$ cat src/rtl/stencil_dma_pkg.sv
// Shared types and widths for the stencil row-sequencing DMA.
// Used by stencil_dma_seq and stencil_dma_row_issuer.
package stencil_dma_pkg;

  localparam int ADDR_W = 32;
  localparam int CNT_W  = 16;

  typedef enum logic [1:0] {
    S_IDLE,
    S_RUN,
    S_DRAIN,
    S_FIN
  } top_state_e;

  typedef enum logic [1:0] {
    I_IDLE,
    I_REQ,
    I_WAIT
  } iss_state_e;

endpackage

$ cat src/rtl/stencil_dma_row_issuer.sv
// One-row-at-a-time request issuer: REQ, wait for port idle, step by stride.
// issued reports the count including a row completing this cycle.
module stencil_dma_row_issuer
  import stencil_dma_pkg::*;
(
  input  logic              clk,
  input  logic              rst,
  input  logic [ADDR_W-1:0] base,
  input  logic [ADDR_W-1:0] stride,
  input  logic [CNT_W-1:0]  count,
  input  logic [CNT_W-1:0]  rows,
  input  logic              start,
  input  logic              eligible,
  input  logic              busy,
  output logic [ADDR_W-1:0] addr,
  output logic [CNT_W-1:0]  cnt,
  output logic              req,
  output logic [CNT_W-1:0]  issued,
  output logic              done
);

  iss_state_e        state_q, state_d;
  logic [ADDR_W-1:0] addr_q, addr_d;
  logic [ADDR_W-1:0] stride_q, stride_d;
  logic [CNT_W-1:0]  cnt_q, cnt_d;
  logic [CNT_W-1:0]  rows_q, rows_d;
  logic [CNT_W-1:0]  issued_q, issued_d;
  logic              req_q, req_d;
  logic              leave;

  assign leave = (state_q == I_WAIT) && !busy;

  // Kept apart from the FSM so eligibility can see this cycle's count.
  always_comb begin
    issued_d = issued_q;
    if (start)
      issued_d = '0;
    else if (leave)
      issued_d = issued_q + {{(CNT_W-1){1'b0}}, 1'b1};
  end

  always_comb begin
    state_d  = state_q;
    addr_d   = addr_q;
    stride_d = stride_q;
    cnt_d    = cnt_q;
    rows_d   = rows_q;
    if (start) begin
      addr_d   = base;
      stride_d = stride;
      cnt_d    = count;
      rows_d   = rows;
      state_d  = (eligible && !busy) ? I_REQ : I_IDLE;
    end else begin
      unique case (state_q)
        I_IDLE: begin
          if ((issued_q < rows_q) && eligible && !busy)
            state_d = I_REQ;
        end
        I_REQ: state_d = I_WAIT;
        I_WAIT: begin
          if (leave) begin
            addr_d  = addr_q + stride_q;
            state_d = ((issued_d < rows_q) && eligible) ? I_REQ : I_IDLE;
          end
        end
        default: state_d = I_IDLE;
      endcase
    end
    req_d = (state_d == I_REQ);
  end

  always_ff @(posedge clk) begin
    if (rst) begin
      state_q  <= I_IDLE;
      addr_q   <= '0;
      stride_q <= '0;
      cnt_q    <= '0;
      rows_q   <= '0;
      issued_q <= '0;
      req_q    <= 1'b0;
    end else begin
      state_q  <= state_d;
      addr_q   <= addr_d;
      stride_q <= stride_d;
      cnt_q    <= cnt_d;
      rows_q   <= rows_d;
      issued_q <= issued_d;
      req_q    <= req_d;
    end
  end

  assign addr   = addr_q;
  assign cnt    = cnt_q;
  assign req    = req_q;
  assign issued = issued_d;
  assign done   = (issued_q == rows_q);

endmodule

$ cat src/rtl/stencil_dma_seq.sv
// 2-D descriptor row sequencer driving read/write request ports.
// Define STENCIL_DMA_PERF_EN to build the CYCLES busy-cycle counter.
module stencil_dma_seq
  import stencil_dma_pkg::*;
#(
  parameter int unsigned WR_LAG = 0
) (
  input  logic        CLK,
  input  logic        RST,
  input  logic        START,
  input  logic [31:0] SRC_ADDR,
  input  logic [31:0] DST_ADDR,
  input  logic [31:0] SRC_STRIDE,
  input  logic [31:0] DST_STRIDE,
  input  logic [15:0] ROW_WORDS,
  input  logic [15:0] ROWS,
  output logic        BUSY,
  output logic        DONE,
  output logic [31:0] READ_ADDR,
  output logic [15:0] READ_COUNT,
  output logic        READ_REQ,
  input  logic        READ_BUSY,
  output logic [31:0] WRITE_ADDR,
  output logic [15:0] WRITE_COUNT,
  output logic        WRITE_REQ,
  input  logic        WRITE_BUSY,
  input  logic        FIFO_BUSY,
  output logic [31:0] CYCLES
);

  localparam logic [CNT_W:0] LAG_X = (CNT_W+1)'(WR_LAG);

  top_state_e       state_q, state_d;
  logic             busy_q, busy_d;
  logic             done_q, done_d;
  logic             accept, go, all_idle;
  logic             rd_done, wr_done, wr_elig;
  logic [CNT_W-1:0] rd_iss, wr_iss;

  assign accept   = (state_q == S_IDLE) && START;
  assign go       = accept && (ROWS != '0) && (ROW_WORDS != '0);
  assign all_idle = !(READ_BUSY || WRITE_BUSY || FIFO_BUSY);

  // 17-bit compare so a large lag cannot wrap the write threshold.
  assign wr_elig = !go &&
    (rd_done || ({1'b0, rd_iss} > ({1'b0, wr_iss} + LAG_X)));

  stencil_dma_row_issuer u_rd (
    .clk      (CLK),
    .rst      (RST),
    .base     (SRC_ADDR),
    .stride   (SRC_STRIDE),
    .count    (ROW_WORDS),
    .rows     (ROWS),
    .start    (go),
    .eligible (1'b1),
    .busy     (READ_BUSY),
    .addr     (READ_ADDR),
    .cnt      (READ_COUNT),
    .req      (READ_REQ),
    .issued   (rd_iss),
    .done     (rd_done)
  );

  stencil_dma_row_issuer u_wr (
    .clk      (CLK),
    .rst      (RST),
    .base     (DST_ADDR),
    .stride   (DST_STRIDE),
    .count    (ROW_WORDS),
    .rows     (ROWS),
    .start    (go),
    .eligible (wr_elig),
    .busy     (WRITE_BUSY),
    .addr     (WRITE_ADDR),
    .cnt      (WRITE_COUNT),
    .req      (WRITE_REQ),
    .issued   (wr_iss),
    .done     (wr_done)
  );

  always_comb begin
    state_d = state_q;
    unique case (state_q)
      S_IDLE:  if (accept) state_d = go ? S_RUN : S_FIN;
      S_RUN:   if (rd_done && wr_done) state_d = S_DRAIN;
      S_DRAIN: if (all_idle) state_d = S_FIN;
      S_FIN:   state_d = S_IDLE;
      default: state_d = S_IDLE;
    endcase
    busy_d = (state_d != S_IDLE);
    done_d = (state_d == S_FIN);
  end

  always_ff @(posedge CLK) begin
    if (RST) begin
      state_q <= S_IDLE;
      busy_q  <= 1'b0;
      done_q  <= 1'b0;
    end else begin
      state_q <= state_d;
      busy_q  <= busy_d;
      done_q  <= done_d;
    end
  end

  assign BUSY = busy_q;
  assign DONE = done_q;

`ifdef STENCIL_DMA_PERF_EN
  logic [31:0] cyc_q, cyc_d;

  always_comb begin
    cyc_d = cyc_q;
    if (accept)
      cyc_d = '0;
    else if (busy_q && (cyc_q != 32'hFFFF_FFFF))
      cyc_d = cyc_q + 32'd1;
  end

  always_ff @(posedge CLK) begin
    if (RST) cyc_q <= '0;
    else     cyc_q <= cyc_d;
  end

  assign CYCLES = cyc_q;
`else
  assign CYCLES = '0;
`endif

endmodule

$ cat config.mk
export PLATFORM = sky130hd
export DESIGN_NAME = stencil_dma_seq
export DESIGN_NICKNAME = d
export VERILOG_FILES = /design/src/rtl/stencil_dma_pkg.sv /design/src/rtl/stencil_dma_row_issuer.sv /design/src/rtl/stencil_dma_seq.sv
export SDC_FILE = /design/constraint.sdc
export NUM_CORES = 1
export LEC_CHECK = 0
export CAP_MARGIN = 20
export CORE_MARGIN = 2
export CORE_UTILIZATION = 52
export DETAILED_ROUTE_END_ITERATION = 8
export PLACE_DENSITY = 0.82
export SYNTH_ARGS = -nofsm -noshare
export SYNTH_HDL_FRONTEND = slang
export SYNTH_SLANG_ARGS = --single-unit
$ cat constraint.sdc
create_clock -name CLK -period 4.9 [get_ports CLK]
set_clock_uncertainty 0.15 [all_clocks]
set_input_delay 0.98 -clock CLK [delete_from_list [all_inputs] [get_ports CLK]]
set_output_delay 0.98 -clock CLK [all_outputs]
set_load 0.02 [all_outputs]
-- Word level (Yosys, flattened, before mapping)
Cells that the tools add are included.
- add/subtract/negate cells: 4
- $lt $le $gt $ge: 5
- eq/ne operators: 12
- multiplexer cells: 27
- reduce and logical (&&, ||, !) cells: 30
- operator list (operator ; number):
    $mux 32 ; 6
    $add 32x32->32 ; 2
    $lt 16x16->1 ; 4
    $mux 16 ; 4
    $add 16x1->16 const B ; 2
    $eq 16x16->1 ; 2
    $reduce_bool 16->1 ; 2
    $mux 2 ; 10
    $gt 16x16->1 ; 1
    $logic_and 1x1->1 ; 12
    $pmux 2 s3 ; 2
    $eq 2x1->1 const B ; 5
    $eq 2x2->1 const B ; 5
    $reduce_bool 2->1 ; 5
    $pmux 2 s4 ; 1
    $logic_not 2->1 ; 3
    $mux 1 ; 4
    $reduce_and 2->1 ; 2
    $logic_not 1->1 ; 3
    $logic_or 1x1->1 ; 3
- bits in registers: 202
- bits of input ports: 166
- output and inout port bits: 132
- logic and storage cells: 93

-- Depth between registers and ports, before layout
- depth in word-level cells: 14
- depth in mapped cells: 19

-- Modules after synthesis
From an unflattened synthesis, not the netlist that was laid out.
- cells, all modules: 1785
- area total of the unflattened synthesis: 14844.2 um2
- modules (own cells, without submodules) (module ; instances ; cells an instance ; area an instance (um2) ; sequential area each (um2)):
    stencil_dma_row_issuer (u_wr) ; 1 ; 831 ; 7068.0 ; 2302.2
    stencil_dma_row_issuer (u_rd) ; 1 ; 830 ; 6866.6 ; 2302.2
    stencil_dma_seq ; 1 ; 124 ; 909.6 ; 80.1

-- Worst setup path after synthesis
Ideal clock, no wire load.
- kind: input port to flip-flop
- start point: in START
- end point: reg u_wr.req_q (netlist: u_wr.req)
- library setup time: 0.138 ns
- data arrival time: 4.042 ns
- data required time: 4.612 ns
- slack: 0.571 ns
- cell stages on the path: 18
- buffers on the path: 4
- cells stage by stage: nor3b_1 > and3_1 > clkbuf_1 > clkbuf_1 > buf_1 > buf_1 > nor2_1 > ha_1 > nor2b_1 > o21a_1 > o21a_1 > o21a_1 > o21a_1 > o21ai_0 > nand2b_1 > a21oi_1 > o311a_1 > a211oi_1
- cells in the longest elaborated chain, start to end: 13
- elaborated cells between the ends (all ways): 21
- classes of those cells: order compare: 2; eq/ne: 1; mux: 8; reduce/logical: 10
- RTL lines (item ; RTL line ; source):
    from (decl) ; stencil_dma_seq.sv:10 ; input logic START,
    $logic_and 1x1->1 * ; stencil_dma_seq.sv:40 ; assign accept = (state_q == S_IDLE) && START;
    $logic_and 1x1->1 * (2 in a row) ; stencil_dma_seq.sv:41 ; assign go = accept && (ROWS != '0) && (ROW_WORDS != '0);
    $mux 16 * ; stencil_dma_row_issuer.sv:36 ; if (start)
    net rd_iss[1] ; stencil_dma_seq.sv:38 ; logic [CNT_W-1:0] rd_iss, wr_iss;
    $gt 16x16->1 * ; stencil_dma_seq.sv:46 ; (rd_done || ({1'b0, rd_iss} > ({1'b0, wr_iss} + LAG_X)));
    $logic_or 1x1->1 * ; stencil_dma_seq.sv:46 ;
    $logic_and 1x1->1 * ; stencil_dma_seq.sv:45 ; assign wr_elig = !go &&
    $logic_and 1x1->1 (on tied branches) ; stencil_dma_row_issuer.sv:64, stencil_dma_row_issuer.sv:57 ;
    $mux 1 / $logic_and 1x1->1 (equally long branches) ; stencil_dma_row_issuer.sv:64, stencil_dma_row_issuer.sv:57 ;
    $mux 2 (on tied branches) ; stencil_dma_row_issuer.sv:62, stencil_dma_row_issuer.sv:57 ;
    $pmux 2 s3 ; stencil_dma_row_issuer.sv:55 ; unique case (state_q)
    $mux 2 * ; stencil_dma_row_issuer.sv:48 ; if (start) begin
    $eq 2x1->1 * ; stencil_dma_row_issuer.sv:70 ; req_d = (state_d == I_REQ);
    to (signal assigned) ; stencil_dma_row_issuer.sv:89 ; req_q <= req_d;
    to (decl) ; stencil_dma_row_issuer.sv:28 ; logic req_q, req_d;
The timed path passes the listed nets; every way through them passes the cells marked *.
A chain may end at the register's enable or synchronous reset.

-- Final worst setup path
- start point: in ROW_WORDS[10]
- end point: reg u_wr.state_q[0]
- cells in the longest elaborated chain, start to end: 11
- elaborated cells between the ends (all ways): 19
- classes of those cells: order compare: 2; mux: 8; reduce/logical: 9
- RTL lines (item ; RTL line ; source):
    from (decl) ; stencil_dma_seq.sv:15 ; input logic [15:0] ROW_WORDS,
    $reduce_bool 16->1 * ; stencil_dma_seq.sv:41 ;
    $logic_and 1x1->1 * ; stencil_dma_seq.sv:41 ;
    $mux 16 ; stencil_dma_row_issuer.sv:36 ;
    $gt 16x16->1 ; stencil_dma_seq.sv:46 ;
    $logic_or 1x1->1 ; stencil_dma_seq.sv:46 ;
    $logic_and 1x1->1 ; stencil_dma_seq.sv:45 ;
    $logic_and 1x1->1 (on tied branches) ; stencil_dma_row_issuer.sv:64, stencil_dma_row_issuer.sv:57 ;
    $mux 1 / $logic_and 1x1->1 (equally long branches) ; stencil_dma_row_issuer.sv:64, stencil_dma_row_issuer.sv:57 ;
    $mux 2 (on tied branches) ; stencil_dma_row_issuer.sv:62, stencil_dma_row_issuer.sv:57 ;
    $pmux 2 s3 ; stencil_dma_row_issuer.sv:55 ;
    $mux 2 * ; stencil_dma_row_issuer.sv:48 ;
    to (signal assigned) ; stencil_dma_row_issuer.sv:83 ; state_q <= state_d;
    to (decl) ; stencil_dma_row_issuer.sv:22 ; iss_state_e state_q, state_d;
Every way passes the cells marked *; elsewhere a longest branch is shown, timed or not.

==> results <==
placed cells by master (no fill, tap or decap), drive strengths merged, types with 25 or more instances in the layout:
cell type	instances
a211oi	38
a21o	40
a21oi	195
clkbuf	26
clkdlybuf4s50	264
conb	32
dfxtp	202
ha	142
inv	53
nand2	291
nand4	36
nor2	138
nor3	39
o21a	25
o21ai	82
xnor2	48
xor2	28
layer usage:
| layer | up-vias | GRT usage, % | share of wire (%) |
|---|---|---|---|
| met2 | 463 | 47.2 | 48 |
| met4 | 0 | 9.21 | 3.2 |
| met3 | 78 | 5.05 | 7.6 |
| met5 | - | 0 | 0 |
| li1 | 6368 | - | - |
| met1 | 6034 | 33.9 | 41 |
power by group through the flow:
stage          logic, uW  clock network [uW]  registers, uW
2_1_floorplan        727                   0           1950
3_3_place_gp        1220                   0           1890
3_5_place_dp        1250                   0           1900
4_1_cts             1260                1730           1860
5_1_grt             1380                1810           1880
6_report            1260                1710           1860
cell type report:
class	instances	area, sq um	area share, %
inverter	51	191	1.15
sequential	202	4040	24.4
clock inverter	15	129	0.777
timing repair buffer	283	2800	16.9
tap	330	413	2.49
antenna	1	2.50	0.0151
multi-input combinational	1347	8400	50.6
clock buffer	26	617	3.72
sequential cells by signal, indices dropped and copies added (netlist names), 16 cells and up:
signal,cells
u_wr.addr,32
u_rd.cnt,16
u_wr.issued_q,16
u_rd.issued_q,16
u_rd.stride_q,32
u_wr.stride_q,32
u_rd.rows_q,16
u_rd.addr,32
worst min-delay path by stage:
stage	slack, ns	endpoint	start
3_5_place_dp	0.30	u_rd.rows_q[13]	u_rd.rows_q[13]
2_1_floorplan	0.29	u_rd.rows_q[10]	u_rd.rows_q[10]
3_3_place_gp	0.30	u_wr.stride_q[25]	u_wr.stride_q[25]
4_1_cts	0.31	u_rd.rows_q[13]	u_rd.rows_q[13]
5_1_grt	0.33	u_rd.stride_q[10]	u_rd.stride_q[10]
6_report	0.31	u_rd.rows_q[13]	u_rd.rows_q[13]
metrics by stage:
| stage | worst slack, ns | instances | instance area, sq um | power, uW | util (%) |
|---|---|---|---|---|---|
| 4_1_cts | 0.726 | 2254 | 16600 | 4850 | 66.3 |
| 6_report | 0.682 | 2255 | 16600 | 4840 | 66.3 |
| 2_1_floorplan | 0.571 | 1734 | 13300 | 2680 | - |
| 3_3_place_gp | 0.250 | 2213 | 15800 | 3110 | 63.3 |
| 5_1_grt | 0.499 | 2255 | 16600 | 5070 | 66.3 |
| 3_5_place_dp | 0.246 | 2213 | 15800 | 3140 | 63.3 |
cells by family after synthesis:
group                      count (synthesis)
other                                      1
DFF                                      202
AOI/OAI and AO/OA                        469
muxes                                      7
adders and majority gates                144
buffers and inverters                    185
xor gates and xnor gates                  76
and+or+nand+nor                          619
worst reg2reg max path, stage by stage (launching register included):
cell	delay (ns)
dfxtp_1	0.35
ha_1	0.32
a211oi_1	0.31
o21ai_0	0.21
a21oi_1	0.27
o21ai_0	0.23
a21oi_1	0.31
o21ai_0	0.19
o41ai_1	0.60
xor2_1	0.24
nor4_1	0.07
a311o_1	0.34
==> impl_metrics.yaml <==
synth:
  synth_top_family_by_area: "compound AO/OA/AOI/OAI gates"
  synthArstFlopShare_pct: 0
  synthesis.instances: 1703
  synth_top_cell_by_area: "dfxtp_1"
  synth_cell_type_count: 63
  yosys.area_share.xor_xnor_pct: 5.05
  syn_area_sq_um: 13200
  avgSynthCellArea_sq_um: 7.73
  synth_compound_area_share_pct: 22.2
  synthTopCellsByArea: "dfxtp_1, ha_1, nand2_1, a21oi_1, nor2_1"
  yosys-top-cells-count: "nand2_1, dfxtp_1, a21oi_1, ha_1, nor2_1"
  synth_edf_count: 0
  yosys_most_used_dff: "dfxtp_1"
  synth_top_area_share_pct: 30.7
  synthAdderAreaFrac_pct: 13.8
  synth.most_common_cell: "nand2_1"
  yosys.area_share.simple_pct: 21.0
  synth_seq_cells: 202
  synth_warnings: 0
  ys_seq_area_share_pct: 30.7
  synth.area.mux_share_pct: 0.542
grt:
  antenna_found_initial: 1
  grt_pass1_vias: 12300
  grtUsageTotal_pct: 27.2
  grt_pass1_wl_mm: 60.0
  overflow: 0
  grt_max_degree: 127
power_and_ir_drop:
  p_seq_share_pct: 38.5
  combPwrFrac_pct: 26.1
  leakagePower_uw: 0.00683
  switchingPower_uw: 1550
  p_sw_share_pct: 32.0
  internal_power_uw: 3290
  clockPowerShare_pct: 35.4
  powerDensity_nw_per_um2: 292
  ir_worst_vdd_v: 0.000248
critical_path:
  cp-startpoint: "ROW_WORDS[10]"
  max_stage_delay_ns: 0.43
  crit_family: "simple AND/OR/NAND/NOR gates"
  path_max_fanout: 6
  crit_chain: "clkdlybuf4s50_1 > nor4_1 > nand4_1 > and3_4 > or2_2 > ha_1 > nor2b_1 > o21a_1 > o21a_1 > o21a_1 > o21a_1 > o21ai_0 > nand2b_1 > a21oi_1 > o311a_1 > a211oi_1"
  endpoint: "u_wr.state_q[0]"
  crit_type: "in2reg"
  reg2regPathDepth: 11
  worstSetupPathDepth: 16
  worst-path-buf-inv: 1
  cpMaxStageDelayCell: "clkdlybuf4s50_1"
  r2r-start: "u_wr.addr[1]"
  start_kind: "primary input"
  reg2reg_slack_ns: 1.20
  end_kind: "flip-flop"
  arrival_ns: 4.44
  crit_top_cell: "o21a_1"
  r2r_end: "u_wr.addr[31]"
  crit_required_ns: 5.12
drt:
  drt-wirelength-per-cell_microns: 16.7
  drc: 0
  via_per_inst: 5.74
  vias: 12900
  postRouteAntennaNets: 0
  drtIter0Drc: 890
  drt-pass1-iter-count: 8
  wl_mm: 37.6
floorplanning:
  dieHeight_microns: 163
  io_pins: 298
  die_width_microns: 163
  coreArea_sq_um: 25000
  dieArea_sq_um: 26600
  start_util_pct: 52.6
  placementRows: 58
clock_tree:
  cts_tree: "done"
  hold_buffers: 0
  cts_setup_buffers: 0
  htree_levels: 1
  cts_resized: 0
  clock_path_buffers: 3
  path_clk_slew_ns: 0.06
  cts.sinks: 202
  clk_latency_ns: 0.52
  root_buffer: "clkbuf_16"
  cts_buffers: 23
sta:
  fin_setup_tns_ns: 0
  fin_crit_ns: 4.22
  rsz0062_at_grt: "false"
  setup_viol: 0
  max_slew_margin_pct: 33.7
  hold_viol: 0
  tightest_slew_ns: 0.994
  fmaxAchievable_ghz: 0.237
  min_period_over_period_pct: 86.1
  whs_ns: 0.305
  final_max_slew_viol_count: 0
run_status:
  status: "complete, no violations"
placement:
  io_buffer_count: 265
  gp_congestion: 0.910
  hpwl_mm: 27.7
cells_and_area:
  drive_above_1_share_pct: 4.26
  nets: 2218
  nFillCells: 2153
  area_delta_synth_final_pct: 26.0
job:
  maxCapViolCount: 0
worst_hold_path:
  whs_path_depth: 2
  hold_path_class: "reg2reg"
(Power assumes the default switching activity.)
